$ cat src/rtl/seq_alu_if.sv
// Request/response bundle for seq_alu: operation request handshake plus result,
// HI/LO and status outputs.
interface seq_alu_if #(
    parameter int WIDTH = 32,
    parameter int SHW   = 5
);
    logic             in_valid;
    logic             in_ready;
    logic [3:0]       alu_ctrl;
    logic [SHW-1:0]   shamt;
    logic [WIDTH-1:0] read_data_1;
    logic [WIDTH-1:0] alu_src_output;
    logic             out_valid;
    logic [WIDTH-1:0] alu_result;
    logic             zero;
    logic [WIDTH-1:0] hi;
    logic [WIDTH-1:0] lo;
    logic             busy;

    modport master (
        output in_valid, alu_ctrl, shamt, read_data_1, alu_src_output,
        input  in_ready, out_valid, alu_result, zero, hi, lo, busy
    );

    modport slave (
        input  in_valid, alu_ctrl, shamt, read_data_1, alu_src_output,
        output in_ready, out_valid, alu_result, zero, hi, lo, busy
    );
endinterface

$ cat src/rtl/seq_alu.sv
// Sequential ALU: single-cycle logic/arith/shift ops plus iterative
// shift-add multiply and restoring divide writing the HI/LO pair.
module seq_alu #(
    parameter int WIDTH = 32,
    parameter int SHW   = 5
) (
    input  logic    clk,
    input  logic    reset,
    seq_alu_if.slave bus
);
    typedef enum logic [1:0] {IDLE, MUL, DIV, DONE} state_t;
    typedef enum logic [3:0] {
        OP_AND  = 4'b0000, OP_OR   = 4'b0001, OP_ADD  = 4'b0010, OP_XOR   = 4'b0011,
        OP_SLL  = 4'b0100, OP_SLTU = 4'b0101, OP_SUB  = 4'b0110, OP_SLT   = 4'b0111,
        OP_SRL  = 4'b1000, OP_SRA  = 4'b1001, OP_LUI  = 4'b1010, OP_MULT  = 4'b1011,
        OP_NOR  = 4'b1100, OP_MULTU = 4'b1101, OP_DIV = 4'b1110, OP_DIVU  = 4'b1111
    } op_t;

    state_t             state_q, state_d;
    logic [WIDTH-1:0]   result_q, result_d;
    logic               zero_q, zero_d;
    logic               out_valid_q, out_valid_d;
    logic [WIDTH-1:0]   hi_q, hi_d, lo_q, lo_d;
    logic [2*WIDTH-1:0] acc_q, acc_d;
    logic [WIDTH-1:0]   opnd_q, opnd_d;
    logic [SHW-1:0]     cnt_q, cnt_d;
    logic               neg_q, neg_d, neg_rem_q, neg_rem_d, div0_q, div0_d;

    op_t                op;
    logic [WIDTH-1:0]   op_a, op_b, mag_a, mag_b, alu_out;
    logic               is_signed, a_neg, b_neg;
    logic [WIDTH:0]     mul_sum, div_shift, div_diff;
    logic [2*WIDTH-1:0] mul_next, div_next, mul_prod;
    logic [WIDTH-1:0]   div_quo, div_rem;

    assign op   = op_t'(bus.alu_ctrl);
    assign op_a = bus.read_data_1;
    assign op_b = bus.alu_src_output;

    always_comb begin
        alu_out = '0;
        case (op)
            OP_AND:  alu_out = op_a & op_b;
            OP_OR:   alu_out = op_a | op_b;
            OP_ADD:  alu_out = op_a + op_b;
            OP_XOR:  alu_out = op_a ^ op_b;
            OP_SLL:  alu_out = op_b << bus.shamt;
            OP_SLTU: alu_out = {{(WIDTH-1){1'b0}}, (op_a < op_b)};
            OP_SUB:  alu_out = op_a - op_b;
            OP_SLT:  alu_out = {{(WIDTH-1){1'b0}}, ($signed(op_a) < $signed(op_b))};
            OP_SRL:  alu_out = op_b >> bus.shamt;
            OP_SRA:  alu_out = $unsigned($signed(op_b) >>> bus.shamt);
            OP_LUI:  alu_out = op_b << (WIDTH/2);
            OP_NOR:  alu_out = ~(op_a | op_b);
            default: alu_out = '0;
        endcase
    end

    // Iterative datapath works on magnitudes; signs are re-applied on the last step.
    always_comb begin
        is_signed = (op == OP_MULT) || (op == OP_DIV);
        a_neg     = is_signed && op_a[WIDTH-1];
        b_neg     = is_signed && op_b[WIDTH-1];
        mag_a     = a_neg ? -op_a : op_a;
        mag_b     = b_neg ? -op_b : op_b;

        mul_sum   = {1'b0, acc_q[2*WIDTH-1:WIDTH]} + {1'b0, opnd_q};
        mul_next  = acc_q[0] ? {mul_sum, acc_q[WIDTH-1:1]} : {1'b0, acc_q[2*WIDTH-1:1]};
        mul_prod  = neg_q ? -mul_next : mul_next;

        div_shift = {acc_q[2*WIDTH-1:WIDTH], acc_q[WIDTH-1]};
        div_diff  = div_shift - {1'b0, opnd_q};
        div_next  = !div_diff[WIDTH] ? {div_diff[WIDTH-1:0], acc_q[WIDTH-2:0], 1'b1}
                                     : {div_shift[WIDTH-1:0], acc_q[WIDTH-2:0], 1'b0};
        div_quo   = div0_q ? '1 : (neg_q ? -div_next[WIDTH-1:0] : div_next[WIDTH-1:0]);
        div_rem   = neg_rem_q ? -div_next[2*WIDTH-1:WIDTH] : div_next[2*WIDTH-1:WIDTH];
    end

    always_comb begin
        state_d     = state_q;
        result_d    = result_q;
        zero_d      = zero_q;
        out_valid_d = 1'b0;
        hi_d        = hi_q;
        lo_d        = lo_q;
        acc_d       = acc_q;
        opnd_d      = opnd_q;
        cnt_d       = cnt_q;
        neg_d       = neg_q;
        neg_rem_d   = neg_rem_q;
        div0_d      = div0_q;
        case (state_q)
            IDLE: if (bus.in_valid) begin
                case (op)
                    OP_MULT, OP_MULTU: begin
                        acc_d   = {{WIDTH{1'b0}}, mag_b};
                        opnd_d  = mag_a;
                        neg_d   = a_neg ^ b_neg;
                        cnt_d   = SHW'(WIDTH-1);
                        state_d = MUL;
                    end
                    OP_DIV, OP_DIVU: begin
                        acc_d     = {{WIDTH{1'b0}}, mag_a};
                        opnd_d    = mag_b;
                        neg_d     = a_neg ^ b_neg;
                        neg_rem_d = a_neg;
                        div0_d    = (op_b == '0);
                        cnt_d     = SHW'(WIDTH-1);
                        state_d   = DIV;
                    end
                    default: begin
                        result_d    = alu_out;
                        zero_d      = (alu_out == '0);
                        out_valid_d = 1'b1;
                    end
                endcase
            end
            // The final iteration loads HI/LO directly so out_valid coincides with DONE.
            MUL: begin
                acc_d = mul_next;
                cnt_d = cnt_q - 1'b1;
                if (cnt_q == '0) begin
                    hi_d        = mul_prod[2*WIDTH-1:WIDTH];
                    lo_d        = mul_prod[WIDTH-1:0];
                    result_d    = mul_prod[WIDTH-1:0];
                    zero_d      = (mul_prod[WIDTH-1:0] == '0);
                    out_valid_d = 1'b1;
                    state_d     = DONE;
                end
            end
            DIV: begin
                acc_d = div_next;
                cnt_d = cnt_q - 1'b1;
                if (cnt_q == '0) begin
                    hi_d        = div_rem;
                    lo_d        = div_quo;
                    result_d    = div_quo;
                    zero_d      = (div_quo == '0);
                    out_valid_d = 1'b1;
                    state_d     = DONE;
                end
            end
            DONE:    state_d = IDLE;
            default: state_d = IDLE;
        endcase
    end

    always_ff @(posedge clk) begin
        if (reset) begin
            state_q     <= IDLE;
            result_q    <= '0;
            zero_q      <= 1'b1;
            out_valid_q <= 1'b0;
            hi_q        <= '0;
            lo_q        <= '0;
            acc_q       <= '0;
            opnd_q      <= '0;
            cnt_q       <= '0;
            neg_q       <= 1'b0;
            neg_rem_q   <= 1'b0;
            div0_q      <= 1'b0;
        end else begin
            state_q     <= state_d;
            result_q    <= result_d;
            zero_q      <= zero_d;
            out_valid_q <= out_valid_d;
            hi_q        <= hi_d;
            lo_q        <= lo_d;
            acc_q       <= acc_d;
            opnd_q      <= opnd_d;
            cnt_q       <= cnt_d;
            neg_q       <= neg_d;
            neg_rem_q   <= neg_rem_d;
            div0_q      <= div0_d;
        end
    end

    assign bus.in_ready   = (state_q == IDLE);
    assign bus.busy       = (state_q == MUL) || (state_q == DIV);
    assign bus.out_valid  = out_valid_q;
    assign bus.alu_result = result_q;
    assign bus.zero       = zero_q;
    assign bus.hi         = hi_q;
    assign bus.lo         = lo_q;
endmodule

$ cat src/flat_wrapper.sv
// flat-port wrapper written by rule: the top's interface ports become plain ports
module seq_alu_flat 
#(
    parameter int WIDTH = 32,
    parameter int SHW   = 5
)
  (clk, reset, bus_in_valid, bus_alu_ctrl, bus_shamt, bus_read_data_1, bus_alu_src_output, bus_in_ready, bus_out_valid, bus_alu_result, bus_zero, bus_hi, bus_lo, bus_busy);
  seq_alu_if #(.WIDTH(WIDTH), .SHW(SHW)) bus_i ();
  input  logic clk;
  input  logic reset;
  input wire logic [$bits(bus_i.in_valid)-1:0] bus_in_valid;
  input wire logic [$bits(bus_i.alu_ctrl)-1:0] bus_alu_ctrl;
  input wire logic [$bits(bus_i.shamt)-1:0] bus_shamt;
  input wire logic [$bits(bus_i.read_data_1)-1:0] bus_read_data_1;
  input wire logic [$bits(bus_i.alu_src_output)-1:0] bus_alu_src_output;
  output wire logic [$bits(bus_i.in_ready)-1:0] bus_in_ready;
  output wire logic [$bits(bus_i.out_valid)-1:0] bus_out_valid;
  output wire logic [$bits(bus_i.alu_result)-1:0] bus_alu_result;
  output wire logic [$bits(bus_i.zero)-1:0] bus_zero;
  output wire logic [$bits(bus_i.hi)-1:0] bus_hi;
  output wire logic [$bits(bus_i.lo)-1:0] bus_lo;
  output wire logic [$bits(bus_i.busy)-1:0] bus_busy;
  assign bus_i.in_valid = bus_in_valid;
  assign bus_i.alu_ctrl = bus_alu_ctrl;
  assign bus_i.shamt = bus_shamt;
  assign bus_i.read_data_1 = bus_read_data_1;
  assign bus_i.alu_src_output = bus_alu_src_output;
  assign bus_in_ready = bus_i.in_ready;
  assign bus_out_valid = bus_i.out_valid;
  assign bus_alu_result = bus_i.alu_result;
  assign bus_zero = bus_i.zero;
  assign bus_hi = bus_i.hi;
  assign bus_lo = bus_i.lo;
  assign bus_busy = bus_i.busy;
  seq_alu #(.WIDTH(WIDTH), .SHW(SHW)) u_core (.clk(clk), .reset(reset), .bus(bus_i));
endmodule
$ cat config.mk
export PLATFORM = sky130hd
export DESIGN_NAME = seq_alu_flat
export DESIGN_NICKNAME = d
export VERILOG_FILES = /design/src/rtl/seq_alu_if.sv /design/src/rtl/seq_alu.sv /design/src/flat_wrapper.sv
export SDC_FILE = /design/constraint.sdc
export NUM_CORES = 2
export LEC_CHECK = 0
export CAP_MARGIN = 20
export CORE_AREA = 2 2 330 234
export CTS_CLUSTER_DIAMETER = 200
export CTS_CLUSTER_SIZE = 28
export DETAILED_ROUTE_END_ITERATION = 6
export DIE_AREA = 0 0 332 236
export GPL_TIMING_DRIVEN = 0
export SYNTH_ARGS = -nofsm -noshare
export SYNTH_HDL_FRONTEND = slang
export SYNTH_SLANG_ARGS = --single-unit
$ cat constraint.sdc
create_clock -name clk -period 7.3 [get_ports clk]
set_input_delay 1.46 -clock clk [delete_from_list [all_inputs] [get_ports clk]]
set_output_delay 1.46 -clock clk [all_outputs]
set_load 0.03 [all_outputs]
Word level (Yosys, flattened, before mapping)
Index checks and enable logic that the tools add are counted.
Widths: inputs -> output; s select.
{"block": "classes", "addsub": 10, "order_cmp": 2, "eq_ne": 25, "n_shift": 3, "mux": 38, "n_bitwise": 5, "n_reduce_logical": 27}
{"op": "$pmux 32 s12", "n": 1}
{"op": "$mux 32", "n": 11}
{"op": "$mux 64", "n": 4}
{"op": "$pmux 32 s2", "n": 3}
{"op": "$pmux 64 s3", "n": 1}
{"op": "$logic_not 32->1", "n": 4}
{"op": "$neg 32->32", "n": 4}
{"op": "$pmux 64 s2", "n": 1}
{"op": "$pmux 32 s3", "n": 1}
{"op": "$lt 32x32->1", "n": 2}
{"op": "$neg 64->64", "n": 1}
{"op": "$add 32x32->33", "n": 1}
{"op": "$sub 33x32->33", "n": 1}
{"op": "$add 32x32->32", "n": 1}
{"op": "$and 32x32->32", "n": 1}
{"op": "$eq 4x4->1 const B", "n": 8}
{"op": "$not 32->32", "n": 1}
{"op": "$or 32x32->32", "n": 1}
{"op": "$shl 32x5->32", "n": 1}
{"op": "$shr 32x5->32", "n": 1}
{"op": "$sshr 32x5->32", "n": 1}
{"op": "$sub 32x32->32", "n": 1}
{"op": "$xor 32x32->32", "n": 1}
{"op": "$reduce_and 3->1", "n": 7}
{"op": "other kinds (28)", "n": 51}
{"block": "word_totals", "register_bits": 204, "input_bits": 76, "out_inout_bits": 100, "elab_cells": 122}

Longest topological paths before layout
{"block": "logic_depth", "word_depth": 8, "depth_mapped": 28}

Least setup slack after synthesis
Ideal clock, no wire load.
{"block": "synth_timing", "kind": "register to register", "from": "register u_core.acc_q[31]", "to": "register u_core.zero_q (netlist: u_core.bus.zero)", "setup_ps": 74, "t_arrival_ps": 6044, "required_time_ps": 7226, "path_slack_ps": 1182, "path_stages_with_launch": 29, "n_path_buf": 4, "synth_period_minus_slack_ps": 6118, "cell_sequence": "dfxtp_1 > clkbuf_1 > inv_1 > ha_1 > inv_1 > fa_1 > a211oi_2 > or3_1 > a21oi_1 > a21bo_2 > a21oi_4 > xnor2_4 > inv_2 > clkbuf_1 > clkbuf_1 > buf_1 > ha_1 > inv_1 > or3_1 > a21oi_1 > o21ai_1 > nor4_1 > o2111ai_1 > or4_1 > or4_1 > nor4_1 > nand4_1 > or4_1 > a31oi_1"}
{"block": "synth_between", "elab_chain_cells": 8, "word_cells_on_any_way": 13, "cone_classes": "3 x add/sub; 8 x mux; 2 x reduce/logical"}
{"item": "start: declaration", "line": "seq_alu.sv:24", "source": "logic [2*WIDTH-1:0] acc_q, acc_d;"}
{"item": "start signal: assignment", "line": "seq_alu.sv:156", "source": "acc_q <= '0;"}
{"item": "start signal: assignment", "line": "seq_alu.sv:169", "source": "acc_q <= acc_d;"}
{"item": "$sub 33x32->33", "line": "seq_alu.sv:72", "source": "div_diff = div_shift - {1'b0, opnd_q};"}
{"item": "$mux 64", "line": "seq_alu.sv:73", "source": "div_next = !div_diff[WIDTH] ? {div_diff[WIDTH-1:0], acc_q[WIDTH-2:0], 1'b1}"}
{"item": "$neg 32->32", "line": "seq_alu.sv:75", "source": "div_quo = div0_q ? '1 : (neg_q ? -div_next[WIDTH-1:0] : div_next[WIDTH-1:0]);"}
{"item": "$mux 32 (2 in series)", "line": "seq_alu.sv:75"}
{"item": "$logic_not 32->1", "line": "seq_alu.sv:138", "source": "zero_d = (div_quo == '0);"}
{"item": "$mux 1", "line": "seq_alu.sv:134", "source": "if (cnt_q == '0) begin"}
{"item": "$pmux 1 s3 *", "line": "seq_alu.sv:92", "source": "case (state_q)"}
{"item": "end signal: assignment", "line": "seq_alu.sv:165", "source": "zero_q <= zero_d;"}
{"item": "end: declaration", "line": "seq_alu.sv:21", "source": "logic zero_q, zero_d;"}
Every way passes the cells marked *; elsewhere a longest branch is shown, timed or not. The select of a mux whose other input is x is not followed.
A chain may end at the register's enable or synchronous reset.

Worst setup path after layout
{"block": "layout_timing", "from": "input bus_shamt[3]", "to": "register u_core.zero_q (netlist: u_core.bus.zero)"}
{"block": "layout_between", "elab_chain_cells": 6, "word_cells_on_any_way": 8, "cone_classes": "3 x shift; 4 x mux; 1 x reduce/logical"}
{"item": "start: declaration", "line": "flat_wrapper.sv:13", "source": "input wire logic [$bits(bus_i.shamt)-1:0] bus_shamt;"}
{"item": "$sshr 32x5->32 (tied with other cells)", "line": "seq_alu.sv:52", "source": "OP_SRA: alu_out = $unsigned($signed(op_b) >>> bus.shamt);"}
{"item": "$pmux 32 s12 *", "line": "seq_alu.sv:42", "source": "case (op)"}
{"item": "$logic_not 32->1 *", "line": "seq_alu.sv:113", "source": "zero_d = (alu_out == '0);"}
{"item": "$mux 1 *", "line": "seq_alu.sv:94", "source": "case (op)"}
{"item": "$mux 1 *", "line": "seq_alu.sv:93", "source": "IDLE: if (bus.in_valid) begin"}
{"item": "$pmux 1 s3 *", "line": "seq_alu.sv:92"}
Marked as above.

==> flow_metrics.py <==
metrics = {
    "timing": {
        "setup_viol": 4,
        "worstMarginPinSlew_ps": 1350,
        "maxSlewHeadroom": 0.0892,
        "min_period_over_period": 1.07,
        "maxSlewViolCount": 0,
        "fin_skew_ps": 29.7,
        "final.setup.worst_slack_ps": -501,
        "fin_tns_setup_ps": -825,
        "hold_viol_final": 0,
        "period_needed_ps": 7800,
        "rsz0062_at_grt": "no",
        "max_freq_ghz": 0.128,
    },
    "job": {
        "cap_viol_max_count": 0,
    },
    "setup_path": {
        "cp_top_family": "buffers and inverters",
        "r2r_setup_slack_ps": -30,
        "required_ps": 7750,
        "path_cells": "clkdlybuf4s15_1 > inv_1 > clkbuf_1 > clkbuf_2 > clkbuf_2 > buf_1 > mux2i_1 > mux2i_1 > o211ai_1 > a211oi_1 > o211ai_1 > nor4_1 > nand4b_1 > nand4bb_1 > a31oi_1",
        "cp-start-kind": "input port",
        "ff2ff_path_depth": 25,
        "end_kind": "register",
        "r2r-start": "u_core.acc_q[31]",
        "worstPathArrival_ps": 8260,
        "slowest_stage": "buf_1",
        "r2r_end": "u_core.bus.hi[14]",
        "slowest_delay_ps": 810,
        "path_class": "input port to register",
        "critPathMaxFanout": 10,
        "critPathBufInv": 6,
    },
    "placement": {
        "numPortBuffers": 169,
        "gp_congestion": 1.15,
        "dpl.hpwl_um": 171000,
        "placed_cell_area_mm2": 0.0330,
    },
    "synth": {
        "synth_top_flop_cell": "dfxtp_1",
        "synthArstFlopShare": 0,
        "synth.distinct_cells": 111,
        "ys_warn_count": 0,
        "syn_inst": 4284,
        "syn_area_mm2": 0.0299,
        "syn_avg_cell_area_um2": 6.98,
        "syn_nets": 4538,
        "synth-seq-cells": 204,
        "ys_seq_area_frac": 0.137,
        "synth_edf_count": 0,
    },
    "routing": {
        "wl_per_cell_um": 37.1,
        "vias": 39800,
        "first_pass_iters": 7,
        "drcViolationCount": 0,
        "routed_via_density": 7.23,
        "final_antenna_net_count": 0,
        "drt_first_iter_violations": 7895,
        "wirelength_um": 205000,
    },
    "die": {
        "initial_core_util": 0.395,
        "core-area_mm2": 0.0757,
        "design.die.area_mm2": 0.0784,
        "rows": 85,
        "die_y_um": 236,
        "die_w_um": 332,
        "boundaryPins": 176,
    },
    "global_routing": {
        "grt_pass1_vias": 33700,
        "grt_max_degree": 29,
        "grt_use_total": 0.497,
        "antenna_found_initial": 14,
        "grt.overflow.total": 0,
        "grt_first_pass_wirelength_um": 276000,
    },
    "final_layout": {
        "area_growth_syn_to_layout_pct": 12.1,
        "drive_gt1_frac": 0.0702,
        "final_cell_mix": "nand2_1, nor2_1, a21oi_1",
        "final_area_mm2": 0.0335,
        "layout_commonest_cell": "nand2_1",
        "final_nets": 4744,
    },
    "cts": {
        "clkLatencyLatePin_ps": 540,
        "cts_tree": "done",
        "clockRootBuffer": "clkbuf_16",
        "cts.sinks": 204,
        "cts_buffers": 11,
        "clockBufferDepth": 3,
        "ctsHtreeMaxLevel": 1,
        "clk_pin_slew_worst_paths_ps": 120,
    },
    "status": {
        "violations": "setup timing",
        "status": "complete, but fails checks",
    },
    "worst_hold_path": {
        "holdPathEnd": "u_core.bus.hi[2]",
        "min_from": "u_core.bus.hi[2]",
        "whs_path_depth": 2,
        "min_path_type": "register to register",
    },
    "power_and_ir_drop": {
        "power-per-cell-area_mw_per_mm2": 309,
        "ir_drop_mv": 0.203,
        "leakage_uw": 0.0126,
    },
}
-- sequential cells by signal (all words and copies together) (netlist names), 2 cells and up --
| register | flops |
|---|---|
| u_core.acc_q | 64 |
| u_core.bus.hi | 32 |
| u_core.state_q | 2 |
| u_core.bus.alu_result | 32 |
| u_core.bus.lo | 32 |
| u_core.cnt_q | 5 |
| u_core.opnd_q | 32 |
-- timing repair --
| item | CTS | global route |
|---|---|---|
| resized for setup | 16 | 35 |
| hold buffers | 0 | 0 |
| endpoints found under the setup margin | 44 | 13 |
| pin swaps | 0 | 1 |
| buffers inserted | 0 | 1 |
-- how the worst max path moves through the flow --
stage,start,end,slack [ps],cells after the start
global route,u_core.acc_q[0],u_core.bus.zero,20,18
global placement,u_core.acc_q[31],u_core.bus.zero,-2370,28
floorplan,u_core.acc_q[31],u_core.bus.zero,1180,28
finish,bus_shamt[3],u_core.bus.zero,-500,15
CTS,bus_alu_src_output[4],u_core.bus.zero,20,17
detailed placement,u_core.acc_q[31],u_core.bus.zero,-2030,29
-- routing by layer --
layer / share of wire / global-route usage / vias up
li1: - / - / 16200
met2: 0.32 / 0.538 / 3904
met5: 0.0053 / 0.0918 / -
met4: 0.019 / 0.0755 / 26
met1: 0.44 / 0.729 / 19300
met3: 0.22 / 0.375 / 318
-- worst register-to-register path: stages, from the launching register on --
cell      delay [ps]
dfxtp_4          520
inv_1            150
ha_1             220
inv_1             70
fa_1             240
a211oi_2         130
or3_1            460
a21oi_2          370
a21bo_2          330
a21oi_4          110
xnor2_4          180
buf_2            290
buf_4            320
buf_2            300
buf_4            280
buf_2            350
nand2_1          170
nand2_1           80
inv_1             80
ha_1             460
inv_1            110
o41ai_1         1120
o21ai_0          370
xnor2_1          260
nand2_1           80
a211oi_1         220
-- metrics by stage --
stage / instances / setup WS [ps] / hold slack, ps / utilization / power, µW
after global routing: 5498 / 15.4 / 481 / 0.443 / 10500
final: 5505 / -501 / 459 / 0.443 / 10400
after CTS: 5476 / 23.4 / 462 / 0.440 / 9650
after global placement: 5453 / -2370 / 443 / 0.434 / 8950
after floorplan: 4284 / 1180 / 449 / - / 5850
after detailed placement: 5467 / -2030 / 446 / 0.436 / 8940
-- layout make-up --
| type | instances | area, µm² |
|---|---|---|
| fillers | 8096 | 42200 |
| clock inverters | 1 | 20.0 |
| clock buffers | 11 | 275 |
| plain buffers | 362 | 1530 |
| inverters | 188 | 711 |
| well taps | 1000 | 1250 |
| diodes | 16 | 40.0 |
| flip-flops and latches | 204 | 4090 |
| repair buffers | 199 | 1960 |
| multi-input cells | 3524 | 23700 |
-- cell usage after synthesis, types with 37 or more instances --
cell type | instances | area share
a22oi_1 | 47 | 0.012
ha_1 | 174 | 0.073
nor4_1 | 46 | 0.0096
nand2b_1 | 44 | 0.0092
clkbuf_1 | 275 | 0.035
nor2_1 | 426 | 0.053
nand4_1 | 42 | 0.0088
mux2i_1 | 78 | 0.026
o31ai_1 | 47 | 0.012
a221oi_1 | 67 | 0.020
o211ai_1 | 62 | 0.016
or3_1 | 42 | 0.0088
a211oi_1 | 63 | 0.016
mux4_2 | 65 | 0.049
a31oi_1 | 54 | 0.011
xor2_1 | 53 | 0.016
nor3_1 | 154 | 0.026
nand3_1 | 107 | 0.018
xnor2_1 | 155 | 0.045
buf_2 | 40 | 0.0067
buf_1 | 37 | 0.0046
a21o_1 | 52 | 0.013
o21ai_0 | 232 | 0.039
mux2_2 | 44 | 0.017
nand2_1 | 514 | 0.064
inv_1 | 183 | 0.023
dfxtp_1 | 204 | 0.14
a21oi_1 | 369 | 0.062
-- kinds of logic (layout without fill, tap and decap cells) --
logic type      Yosys count  count (layout)  synth area share
flops                   204             204             0.137
simple gates           1586            1586             0.251
fa+ha+maj               178             178            0.0754
xor+xnor                209             209            0.0618
buf+inv                 556             761            0.0741
other cells               0              16                 0
compound gates         1364            1364             0.310
mux                     187             187            0.0916
-- report_power, final --
part / switching [µW] / internal, µW
registers: 178 / 1340
clock network: 463 / 284
logic: 5880 / 2220
total: 6520 / 3850
Power figures use the tool's default switching activity.
